### src/rtl/instr_seq_ctrl_if.sv
// Command port of the instruction sequencer: a valid/ready programming bus
// carrying a register/RAM select, an address or register index, and write data.
interface instr_seq_ctrl_if #(
    parameter int unsigned ADDR_W = 4,
    parameter int unsigned DATA_W = 4
) ();
    logic              cmd_valid;
    logic              cmd_ready;
    logic              cmd_sel;
    logic [ADDR_W-1:0] cmd_addr;
    logic [DATA_W-1:0] cmd_data;

    // Command source drives the request and payload
    modport master (
        output cmd_valid,
        output cmd_sel,
        output cmd_addr,
        output cmd_data,
        input  cmd_ready
    );

    // Sequencer accepts the request
    modport slave (
        input  cmd_valid,
        input  cmd_sel,
        input  cmd_addr,
        input  cmd_data,
        output cmd_ready
    );
endinterface

### src/rtl/instr_seq_ctrl.sv
// Instruction-fetch sequencer: arbitrates the programming port between the
// prescaler config register, the program-length register and the instruction
// RAM, then steps the read address on prescaler ticks up to the last address.
// Optional macro INSTR_SEQ_LOOP_EN: wrap to address 0 at the last address and
// keep running, pulsing done as a wrap indicator instead of entering DONE.
module instr_seq_ctrl #(
    parameter int unsigned ADDR_W = 4,
    parameter int unsigned DATA_W = 4,
    parameter int unsigned CFG_W  = 4
) (
    input  logic               clk,
    input  logic               rst_n,
    instr_seq_ctrl_if.slave    cmd,
    input  logic               run,
    input  logic               tick,
    output logic               cfg_we,
    output logic [CFG_W-1:0]   cfg_wdata,
    output logic               ram_we,
    output logic [ADDR_W-1:0]  ram_waddr,
    output logic [DATA_W-1:0]  ram_wdata,
    output logic [ADDR_W-1:0]  rd_addr,
    output logic               busy,
    output logic               done
);

    typedef enum logic [1:0] {
        S_IDLE  = 2'd0,
        S_WRITE = 2'd1,
        S_RUN   = 2'd2,
        S_DONE  = 2'd3
    } state_e;

    localparam logic [ADDR_W-1:0] REG_CFG = ADDR_W'(0);
    localparam logic [ADDR_W-1:0] REG_LEN = ADDR_W'(1);

    state_e              state_q,     state_d;
    logic                cmd_ready_q, cmd_ready_d;
    logic                cfg_we_q,    cfg_we_d;
    logic [CFG_W-1:0]    cfg_wdata_q, cfg_wdata_d;
    logic                ram_we_q,    ram_we_d;
    logic [ADDR_W-1:0]   ram_waddr_q, ram_waddr_d;
    logic [DATA_W-1:0]   ram_wdata_q, ram_wdata_d;
    logic [ADDR_W-1:0]   rd_addr_q,   rd_addr_d;
    logic [ADDR_W-1:0]   last_addr_q, last_addr_d;
    logic                busy_q,      busy_d;
    logic                done_q,      done_d;
    logic                at_last;

    assign at_last = (rd_addr_q == last_addr_q);

    // State and registered-output flops with synchronous active-low reset
    always_ff @(posedge clk) begin
        if (!rst_n) begin
            state_q     <= S_IDLE;
            cmd_ready_q <= 1'b0;
            cfg_we_q    <= 1'b0;
            cfg_wdata_q <= '0;
            ram_we_q    <= 1'b0;
            ram_waddr_q <= '0;
            ram_wdata_q <= '0;
            rd_addr_q   <= '0;
            last_addr_q <= '1;
            busy_q      <= 1'b0;
            done_q      <= 1'b0;
        end else begin
            state_q     <= state_d;
            cmd_ready_q <= cmd_ready_d;
            cfg_we_q    <= cfg_we_d;
            cfg_wdata_q <= cfg_wdata_d;
            ram_we_q    <= ram_we_d;
            ram_waddr_q <= ram_waddr_d;
            ram_wdata_q <= ram_wdata_d;
            rd_addr_q   <= rd_addr_d;
            last_addr_q <= last_addr_d;
            busy_q      <= busy_d;
            done_q      <= done_d;
        end
    end

    // Next-state: commands win over run in IDLE; run=0 wins over tick in RUN.
    // IDLE acts only once cmd_ready is up, so nothing happens in the first
    // cycle after reset release.
    always_comb begin
        state_d = state_q;
        case (state_q)
            S_IDLE: begin
                if (cmd_ready_q) begin
                    if (cmd.cmd_valid) begin
                        state_d = S_WRITE;
                    end else if (run) begin
                        state_d = S_RUN;
                    end
                end
            end
            S_WRITE: state_d = S_IDLE;
            S_RUN: begin
                if (!run) begin
                    state_d = S_IDLE;
                end else if (tick && at_last) begin
`ifdef INSTR_SEQ_LOOP_EN
                    state_d = S_RUN;
`else
                    state_d = S_DONE;
`endif
                end
            end
            S_DONE:  state_d = S_IDLE;
            default: state_d = S_IDLE;
        endcase
    end

    // Outputs: write strobes are registered at command acceptance so they
    // appear during the single WRITE cycle; status follows the next state.
    always_comb begin
        cmd_ready_d = (state_d == S_IDLE);
        busy_d      = (state_d == S_RUN);
        done_d      = 1'b0;
        cfg_we_d    = 1'b0;
        ram_we_d    = 1'b0;
        cfg_wdata_d = cfg_wdata_q;
        ram_waddr_d = ram_waddr_q;
        ram_wdata_d = ram_wdata_q;
        rd_addr_d   = rd_addr_q;
        last_addr_d = last_addr_q;
        case (state_q)
            S_IDLE: begin
                if (state_d == S_WRITE) begin
                    if (cmd.cmd_sel) begin
                        ram_we_d    = 1'b1;
                        ram_waddr_d = cmd.cmd_addr;
                        ram_wdata_d = cmd.cmd_data;
                    end else if (cmd.cmd_addr == REG_CFG) begin
                        cfg_we_d    = 1'b1;
                        cfg_wdata_d = cmd.cmd_data[CFG_W-1:0];
                    end else if (cmd.cmd_addr == REG_LEN) begin
                        last_addr_d = cmd.cmd_data[ADDR_W-1:0];
                    end
                end else if (state_d == S_RUN) begin
                    rd_addr_d = '0;
                end
            end
            S_RUN: begin
                if (run && tick) begin
                    if (at_last) begin
                        done_d = 1'b1;
`ifdef INSTR_SEQ_LOOP_EN
                        rd_addr_d = '0;
`endif
                    end else begin
                        rd_addr_d = rd_addr_q + ADDR_W'(1);
                    end
                end
            end
            default: ;
        endcase
    end

    assign cmd.cmd_ready = cmd_ready_q;
    assign cfg_we        = cfg_we_q;
    assign cfg_wdata     = cfg_wdata_q;
    assign ram_we        = ram_we_q;
    assign ram_waddr     = ram_waddr_q;
    assign ram_wdata     = ram_wdata_q;
    assign rd_addr       = rd_addr_q;
    assign busy          = busy_q;
    assign done          = done_q;

endmodule

### src/flat_wrapper.sv
// flat-port wrapper written by rule: the top's interface ports become plain ports
module instr_seq_ctrl_flat 
#(
    parameter int unsigned ADDR_W = 4,
    parameter int unsigned DATA_W = 4,
    parameter int unsigned CFG_W  = 4
)
  (clk, rst_n, run, tick, cfg_we, cfg_wdata, ram_we, ram_waddr, ram_wdata, rd_addr, busy, done, cmd_cmd_valid, cmd_cmd_sel, cmd_cmd_addr, cmd_cmd_data, cmd_cmd_ready);
  instr_seq_ctrl_if #(.ADDR_W(ADDR_W), .DATA_W(DATA_W)) cmd_i ();
  input  logic clk;
  input  logic rst_n;
  input  logic run;
  input  logic tick;
  output logic cfg_we;
  output logic [CFG_W-1:0] cfg_wdata;
  output logic ram_we;
  output logic [ADDR_W-1:0] ram_waddr;
  output logic [DATA_W-1:0] ram_wdata;
  output logic [ADDR_W-1:0] rd_addr;
  output logic busy;
  output logic done;
  input wire logic [$bits(cmd_i.cmd_valid)-1:0] cmd_cmd_valid;
  input wire logic [$bits(cmd_i.cmd_sel)-1:0] cmd_cmd_sel;
  input wire logic [$bits(cmd_i.cmd_addr)-1:0] cmd_cmd_addr;
  input wire logic [$bits(cmd_i.cmd_data)-1:0] cmd_cmd_data;
  output wire logic [$bits(cmd_i.cmd_ready)-1:0] cmd_cmd_ready;
  assign cmd_i.cmd_valid = cmd_cmd_valid;
  assign cmd_i.cmd_sel = cmd_cmd_sel;
  assign cmd_i.cmd_addr = cmd_cmd_addr;
  assign cmd_i.cmd_data = cmd_cmd_data;
  assign cmd_cmd_ready = cmd_i.cmd_ready;
  instr_seq_ctrl #(.ADDR_W(ADDR_W), .DATA_W(DATA_W), .CFG_W(CFG_W)) u_core (.clk(clk), .rst_n(rst_n), .cmd(cmd_i), .run(run), .tick(tick), .cfg_we(cfg_we), .cfg_wdata(cfg_wdata), .ram_we(ram_we), .ram_waddr(ram_waddr), .ram_wdata(ram_wdata), .rd_addr(rd_addr), .busy(busy), .done(done));
endmodule
### config.mk
export PLATFORM = sky130hd
export DESIGN_NAME = instr_seq_ctrl_flat
export DESIGN_NICKNAME = d
export VERILOG_FILES = /design/src/rtl/instr_seq_ctrl_if.sv /design/src/rtl/instr_seq_ctrl.sv /design/src/flat_wrapper.sv
export SDC_FILE = /design/constraint.sdc
export NUM_CORES = 1
export LEC_CHECK = 0
export BUFFER_PORTS_ARGS = -buffer_cell sky130_fd_sc_hd__buf_4
export CAP_MARGIN = 20
export CORE_MARGIN = 4
export CORE_UTILIZATION = 40
export CTS_CLUSTER_DIAMETER = 30
export CTS_CLUSTER_SIZE = 10
export DETAILED_ROUTE_END_ITERATION = 7
export GPL_TIMING_DRIVEN = 0
export PLACE_DENSITY = 0.61
export SETUP_SLACK_MARGIN = 0.3
export SKIP_CTS_REPAIR_TIMING = 1
export SLEW_MARGIN = 20
export SYNTH_ARGS = -nofsm -noshare
export SYNTH_HDL_FRONTEND = slang
export SYNTH_SLANG_ARGS = --single-unit
### constraint.sdc
create_clock -name clk -period 1.7 [get_ports clk]
set_input_delay 0.34 -clock clk [delete_from_list [all_inputs] [get_ports clk]]
set_output_delay 0.34 -clock clk [all_outputs]
set_load 0.01 [all_outputs]
==> run summary, run 1 <==
====================================================================================
Arrival @ worst endpoint                                                     1.74 ns
R2R Setup Slk                                                                0.21 ns
Layout overhead on the synthesized area                                        34.1%
Clock slew seen by the registers of the worst setup and hold paths           0.14 ns
Final count of negative-setup-slack endpoints                                      0
EDFF count, synth                                                                  0
Average instance area after synthesis                                     9.04 sq um
Total negative slack                                                            0 ns
Final worst-path cycle share                                                   87.7%
Number of max-slew violations in the final report                                  0
Critical Path Source                                                    u_core.state_q[0]
Num CTS Buffers                                                                    3
Depth of the critical timing path with buffers and inverters included              4
Row count                                                                         18
Fin worst setup slack                                                       0.209 ns
Highest ir drop seen on vdd                                                   406 uV
Total Nets Final                                                                 176
Hold path startpoint                                                    cmd_cmd_addr[0]
Place WS                                                                   0.0303 ns
Flip-flop and latch count after synthesis                                         27
Slew at the pin closest to its max-slew limit                               0.517 ns
Critical path's largest stage delay                                          0.38 ns
Ranking of synthesized cells by instance count                          27 x sky130_fd_sc_hd__dfxtp_1, 18 x sky130_fd_sc_hd__nand2_1, 14 x sky130_fd_sc_hd__nand3_1, 9 x sky130_fd_sc_hd__mux2i_1
Count of H-tree levels built during CTS                                            1
Library cell with the largest summed area after synthesis               sky130_fd_sc_hd__dfxtp_1
Length of the first detailed-routing pass in iterations                            4
CTS tree                                                                         yes
Net count after synthesis                                                        135
Time the worst path needs with I/O delays and setup                          1.49 ns
Main flop type after synthesis                                          sky130_fd_sc_hd__dfxtp_1
Share of synthesized registers carrying an async set or reset                     0%
Global route total overflow                                                        0
Half-perimeter wire length of the detailed placement result             1870 microns
Count of endpoints failing hold in the final timing report                         0
Cell count after synthesis                                                       120
Worst r2r dst                                                           u_core.rd_addr[2]
Synth top area share                                                           49.8%
Top achievable clock speed                                                   671 MHz
Crit path max-delay cell type                                           sky130_fd_sc_hd__or3b_1
Delay-heaviest family, CP                                               simple AND/OR/NAND/NOR gates
CP Capture Type                                                             register
Placeable core area                                                       2520 sq um
RSZ-0062 raised after global routing                                            true
Mapped cell area                                                          1080 sq um
Antenna Nets Post-Route                                                            0
Number of DRC markers after the initial detailed-route iteration                  32
Maximum buffer depth of the clock tree                                             2
Worst slew margin relative to its limit                                        65.5%
Effective utilization at floorplan                                             43.0%
Result of the run                                                       finished clean
Number of global-route vias before repair                                        844
Type of the worst min-delay path                                           in -> reg
Mean number of vias per cell                                                    5.23
Final worst hold slack                                                      0.199 ns
Worst reg2reg startpoint                                                u_core.state_q[0]
Crit path max fanout                                                               5
Clock latency reported for the late side of the worst-skew pair              0.32 ns
Routed via count                                                                 994
Reg2Reg Depth                                                                      4
Post-Route WL                                                           2490 microns
Ports                                                                             35
Cells traversed along the worst timing path                             nand4b_1 -> a41o_1 -> or3b_1 -> a31oi_1
Setup CP Type                                                             reg -> reg
Die boundary width                                                      60.1 microns
Proportion of layout cells with a drive suffix above 1                         32.5%
Bufs and invs on worst path                                                        0
Area of the die                                                           3610 sq um
Port Buffers                                                                      33
Max Cap Viol                                                                       0
Pin count of the biggest net entering global routing                              16
Antenna violations before repair                                                   0
Wire length per cell                                                    13.1 microns
Clk sinks                                                                         27
Die Ht                                                                  60.1 microns
Setup crit end                                                          u_core.rd_addr[2]
Portion of the post-synthesis area used by sequential elements                 49.8%
Final clock skew                                                          0.00488 ns
Root cell of the clock tree                                             sky130_fd_sc_hd__clkbuf_4
Cell Pwr Density                                                         715 nW/um^2
Antenna cells                                                                      0
Wire length of the first global-routing pass                            3850 microns
Remaining design rule violation count                                              0
Count of warnings emitted by yosys                                                 0
Launching element type of the critical path                                 register
Top cells by area, synth                                                sky130_fd_sc_hd__dfxtp_1 50%, sky130_fd_sc_hd__mux2i_1 8.3%, sky130_fd_sc_hd__nand3_1 6.5%, sky130_fd_sc_hd__nand2_1 6.2%, sky130_fd_sc_hd__a21oi_1 3.7%
Leakage                                                                     0.608 nW
Top-count cell post-synth                                               sky130_fd_sc_hd__dfxtp_1
Global placement routability congestion                                        0.799
Overall Global Routing Usage                                                   14.3%
Worst Path Required                                                          1.95 ns
Yosys cell types                                                                  26
====================================================================================
-- final cells by class --
class | instances | area, sq um
Inverter | 1 | 3.75
Sequential cell | 27 | 546
Clock inverter | 1 | 5.00
Timing Repair Buffer | 36 | 270
Clock buffer | 3 | 22.5
Buffer | 6 | 33.8
Tap cell | 30 | 37.5
Multi-Input combinational cell | 86 | 537
Fill cell | 232 | 1070
-- worst min-delay path by stage --
stage                                     end  slack, ns  cells after the start
after CTS                       u_core.cfg_we       0.18                      2
after global placement    u_core.ram_waddr[2]       0.45                      2
final                           u_core.cfg_we       0.20                      2
after detailed placement  u_core.ram_waddr[0]       0.45                      2
after global routing            u_core.cfg_we       0.18                      2
after floorplan                 u_core.cfg_we       0.42                      1
-- power breakdown --
group / leakage [nW] / total, W / internal [W] / switching [W]
Sequential: 0.221 / 0.000654 / 0.000646 / 0.00000822
Combinational: 0.370 / 0.000115 / 0.0000536 / 0.0000609
Clock: 0.0177 / 0.000272 / 0.0000882 / 0.000184
Total: 0.608 / 0.00104 / 0.000788 / 0.000253
-- flip-flops by register name (all words and copies together) (netlist names) --
signal and flops:
u_core.cmd.cmd_ready 1, u_core.last_addr_q 4, u_core.rd_addr 4, u_core.busy 1
u_core.cfg_we 1, u_core.state_q 2, u_core.cfg_wdata 4, u_core.ram_waddr 4
u_core.ram_wdata 4, u_core.ram_we 1, u_core.done 1
-- placed cells by master, fill, tap and decap left out --
cell type and n:
sky130_fd_sc_hd__nor2_1 8, sky130_fd_sc_hd__nor4_2 1, sky130_fd_sc_hd__xnor2_1 4, sky130_fd_sc_hd__or3b_1 1
sky130_fd_sc_hd__a41o_1 1, sky130_fd_sc_hd__nand4_1 2, sky130_fd_sc_hd__clkbuf_4 3, sky130_fd_sc_hd__nor3_1 5
sky130_fd_sc_hd__clkbuf_1 4, sky130_fd_sc_hd__o21bai_1 1, sky130_fd_sc_hd__clkinv_2 1, sky130_fd_sc_hd__dfxtp_1 23
sky130_fd_sc_hd__and4bb_2 2, sky130_fd_sc_hd__and2_1 1, sky130_fd_sc_hd__o31ai_1 1, sky130_fd_sc_hd__nand2_2 1
sky130_fd_sc_hd__buf_6 1, sky130_fd_sc_hd__nor2b_1 3, sky130_fd_sc_hd__o21ai_0 1, sky130_fd_sc_hd__nand3b_1 1
sky130_fd_sc_hd__ha_1 1, sky130_fd_sc_hd__buf_4 37, sky130_fd_sc_hd__inv_1 1, sky130_fd_sc_hd__dfxtp_2 4
sky130_fd_sc_hd__nand3_2 1, sky130_fd_sc_hd__nand4b_1 2, sky130_fd_sc_hd__a31oi_1 2, sky130_fd_sc_hd__a21oi_1 8
sky130_fd_sc_hd__nand3_1 13, sky130_fd_sc_hd__mux2i_1 9, sky130_fd_sc_hd__nand2_1 16, sky130_fd_sc_hd__nand2_4 1
-- logic make-up after synthesis --
family,Yosys count,share of synthesized area (%)
DFF,27,49.8
muxes,9,8.30
and+or+nand+nor,58,27.2
adders and majority gates,1,1.15
AOI/OAI and AO/OA,14,7.61
buffers and inverters,7,2.65
xor gates and xnor gates,4,3.23
-- worst reg2reg max path, delay by kind of cell (launching register included) --
| kind | cells | cell delay (ns) |
|---|---|---|
| AND/OR/NAND/NOR | 2 | 0.63 |
| AO/OA/AOI/OAI | 2 | 0.43 |
| flip-flops | 1 | 0.36 |
-- per-stage QoR --
stage	total power, W	utilization (%)	std cells	instance area (sq um)
3_5_place_dp	0.000776	54.4	183	1370
4_1_cts	0.00105	55.5	187	1400
5_1_grt	0.00110	57.7	190	1460
2_1_floorplan	0.000718	-	120	1090
3_3_place_gp	0.000774	54.4	183	1370
6_report	0.00104	57.7	190	1460
-- per-layer routing --
layer  share of wire (%)  track usage [%]  vias up
li1                    -                -      498
met1                  48             20.1      462
met2                  44             20.7       29
met3                 6.2             3.02        5
met4                 1.7             6.65        0
met5                   0                0        -
Power figures use the tool's default switching activity.
==> run 2: changes to the inputs <==
--- a/config.mk
+++ b/config.mk
@@ -8,12 +8,13 @@
 export BUFFER_PORTS_ARGS = -buffer_cell sky130_fd_sc_hd__buf_4
 export CAP_MARGIN = 20
 export CORE_MARGIN = 4
-export CORE_UTILIZATION = 40
+export CORE_UTILIZATION = 30
+export CTS_BUF_LIST = sky130_fd_sc_hd__clkbuf_16
 export CTS_CLUSTER_DIAMETER = 30
 export CTS_CLUSTER_SIZE = 10
 export DETAILED_ROUTE_END_ITERATION = 7
 export GPL_TIMING_DRIVEN = 0
-export PLACE_DENSITY = 0.61
+export PLACE_DENSITY = 0.48
 export SETUP_SLACK_MARGIN = 0.3
 export SKIP_CTS_REPAIR_TIMING = 1
 export SLEW_MARGIN = 20
==> run summary, run 2 (synthesis gave the netlist of run 1 again) <==
=================================================================================
Half-perimeter wire length of the detailed placement result          1970 microns   +5.4%
Global routing usage on met1                                                16.3%   -3.8 points
Internal power of the cells                                             0.00102 W   +29%
Placeable core area                                                    3420 sq um   +35%
Arrival @ worst endpoint                                                  1.69 ns   -0.05 ns
Worst slew margin relative to its limit                                     66.1%   +0.60 points
Total negative slack                                                         0 ns   unchanged
Remaining design rule violation count                                           0   unchanged
Routed via count                                                              986   -0.80%
Antenna violations before repair                                                0   unchanged
Setup CP Type                                                          reg -> reg
Hold path startpoint                                                 cmd_cmd_addr[0]
Number of global-route vias before repair                                     888   +5.2%
Fraction of power spent switching nets                                      21.8%   -2.5 points
Num CTS Buffers                                                                 3   unchanged
Worst r2r dst                                                        u_core.rd_addr[2]
Count of H-tree levels built during CTS                                         1   unchanged
Final count of negative-setup-slack endpoints                                   0   unchanged
Global routing met2 resource utilization                                    17.6%   -3.1 points
Count of endpoints failing hold in the final timing report                      0   unchanged
Antenna Nets Post-Route                                                         0   unchanged
Clock network power share                                                   40.8%   +15 points
Crit path max fanout                                                            5   unchanged
Highest-count cells in the layout ignoring fill and taps             37 x sky130_fd_sc_hd__buf_4, 23 x sky130_fd_sc_hd__dfxtp_1, 17 x sky130_fd_sc_hd__nand2_1
Result of the run                                                    finished clean
Wire length per cell                                                 12.5 microns   -4.4%
Pin count of the biggest net entering global routing                           16   unchanged
Highest ir drop seen on vdd                                                331 uV   -18%
CP Capture Type                                                          register
Most common cell after layout, fill and taps aside                   sky130_fd_sc_hd__buf_4
Most heavily used metal layer in global routing                              met2
Top achievable clock speed                                                663 MHz   -1.1%
Total Nets Final                                                              177   +0.57%
Row count                                                                      21   +3
Length of the first detailed-routing pass in iterations                         4   unchanged
Mean number of vias per cell                                                 4.76   -9.0%
Root cell of the clock tree                                          sky130_fd_sc_hd__clkbuf_16
Instance area at placement                                             1390 sq um   +1.5%
Sequential power share                                                      50.2%   -13 points
Worst reg2reg startpoint                                             u_core.state_q[0]
RSZ-0062 raised after global routing                                         true
Type of the worst min-delay path                                        in -> reg
Port Buffers                                                                   33   unchanged
Reg2Reg Depth                                                                   4   unchanged
Leakage                                                                  0.632 nW   +4.0%
Die Ht                                                               68.1 microns   +13%
Met3 track utilization from global routing                                  2.63%   -0.40 points
Clock slew seen by the registers of the worst setup and hold paths        0.07 ns   -0.07 ns
Die boundary width                                                   68.1 microns   +13%
Switching power total                                                  0.000284 W   +12%
Cell Pwr Density                                                      846 nW/um^2   +18%
Final instance area                                                    1540 sq um   +5.8%
Clk sinks                                                                      27   unchanged
R2R Setup Slk                                                             0.19 ns   -0.02 ns
Launching element type of the critical path                              register
Global placement routability congestion                                     0.730   -8.6%
Global route total overflow                                                     0   unchanged
Worst hold endpoint                                                  u_core.cfg_we
Number of cells on the worst hold path                                          2   unchanged
Final clock skew                                                       0.00296 ns   -0.00191 ns
Slew at the pin closest to its max-slew limit                            0.508 ns   -0.00896 ns
Overall Global Routing Usage                                                11.7%   -2.5 points
Number of max-slew violations in the final report                               0   unchanged
Layout overhead on the synthesized area                                     42.0%
Area of the die                                                        4640 sq um   +29%
Ports                                                                          35   unchanged
Proportion of layout cells with a drive suffix above 1                      32.3%   -0.20 points
Maximum buffer depth of the clock tree                                          2   unchanged
Logic gate share of total power                                              9.1%   -1.9 points
Antenna cells                                                                   0   unchanged
Clock latency reported for the late side of the worst-skew pair           0.26 ns   -0.06 ns
Wire length of the first global-routing pass                         4070 microns   +5.7%
Max Cap Viol                                                                    0   unchanged
CTS tree                                                                      yes
Filler instances                                                              350   +51%
Worst Path Required                                                       1.88 ns   -0.07 ns
Post-Route WL                                                        2590 microns   +4.2%
Number of DRC markers after the initial detailed-route iteration               35   +9.4%
Final worst-path cycle share                                                88.7%   +0.97 points
Fin worst setup slack                                                    0.192 ns   -0.0166 ns
Total power                                                             0.00130 W   +25%
Effective utilization at floorplan                                          31.8%   -11 points
Time the worst path needs with I/O delays and setup                       1.51 ns   +0.0166 ns
Place WS                                                                0.0354 ns   +0.00505 ns
=================================================================================
[run 2: how the worst max path moves through the flow]
stage                                  from                    end  slack (ns)  cells after the start
after global placement          cmd_cmd_sel  u_core.last_addr_q[2]        0.03                      6
after CTS                 u_core.state_q[0]      u_core.rd_addr[2]        0.15                      4
after detailed placement        cmd_cmd_sel  u_core.last_addr_q[2]        0.04                      6
final                     u_core.state_q[0]      u_core.rd_addr[2]        0.19                      4
after floorplan           u_core.state_q[0]      u_core.rd_addr[2]        0.33                      4
after global routing      u_core.state_q[0]      u_core.rd_addr[2]        0.08                      4
[run 2: power by group through the flow]
stage | combinational (W) | clock, W | sequential (W)
2_1_floorplan | 0.0000463 | 0 | 0.000671
3_3_place_gp | 0.000109 | 0 | 0.000667
3_5_place_dp | 0.000109 | 0 | 0.000668
4_1_cts | 0.000109 | 0.000551 | 0.000653
5_1_grt | 0.000131 | 0.000576 | 0.000655
6_report | 0.000118 | 0.000532 | 0.000654
[run 2: metrics by stage]
step / instances / hold WS [ns] / util, %
floorplan: 120 / 0.417 / -
global placement: 199 / 0.448 / 40.8
detailed placement: 199 / 0.453 / 40.8
CTS: 203 / 0.265 / 43.1
global route: 207 / 0.272 / 45.1
finish: 207 / 0.278 / 45.1
[run 2: worst max-delay path, stage by stage (launching register included)]
cell,delay [ns]
sky130_fd_sc_hd__dfxtp_2,0.33
sky130_fd_sc_hd__nand4b_1,0.27
sky130_fd_sc_hd__a41o_1,0.30
sky130_fd_sc_hd__or3b_1,0.36
sky130_fd_sc_hd__a31oi_1,0.17
[run 2: routing by layer]
layer / share of wire, % / routed length (microns) / up-vias
met3: 5.7 / 147 / 5
met5: 0 / 0 / -
met2: 46 / 1190 / 26
met1: 47 / 1220 / 449
met4: 1.4 / 35 / 0
li1: - / - / 506
[run 2: cell type report]
class / instances / area (sq um) / share of cell area [%]
Clock buffer: 3 / 75.1 / 4.87
Sequential cell: 27 / 546 / 35.4
Timing Repair Buffer: 37 / 278 / 18.0
Tap cell: 46 / 57.6 / 3.74
Clock inverter: 1 / 5.00 / 0.325
Inverter: 1 / 3.75 / 0.244
Multi-Input combinational cell: 86 / 538 / 34.9
Buffer: 6 / 37.5 / 2.44
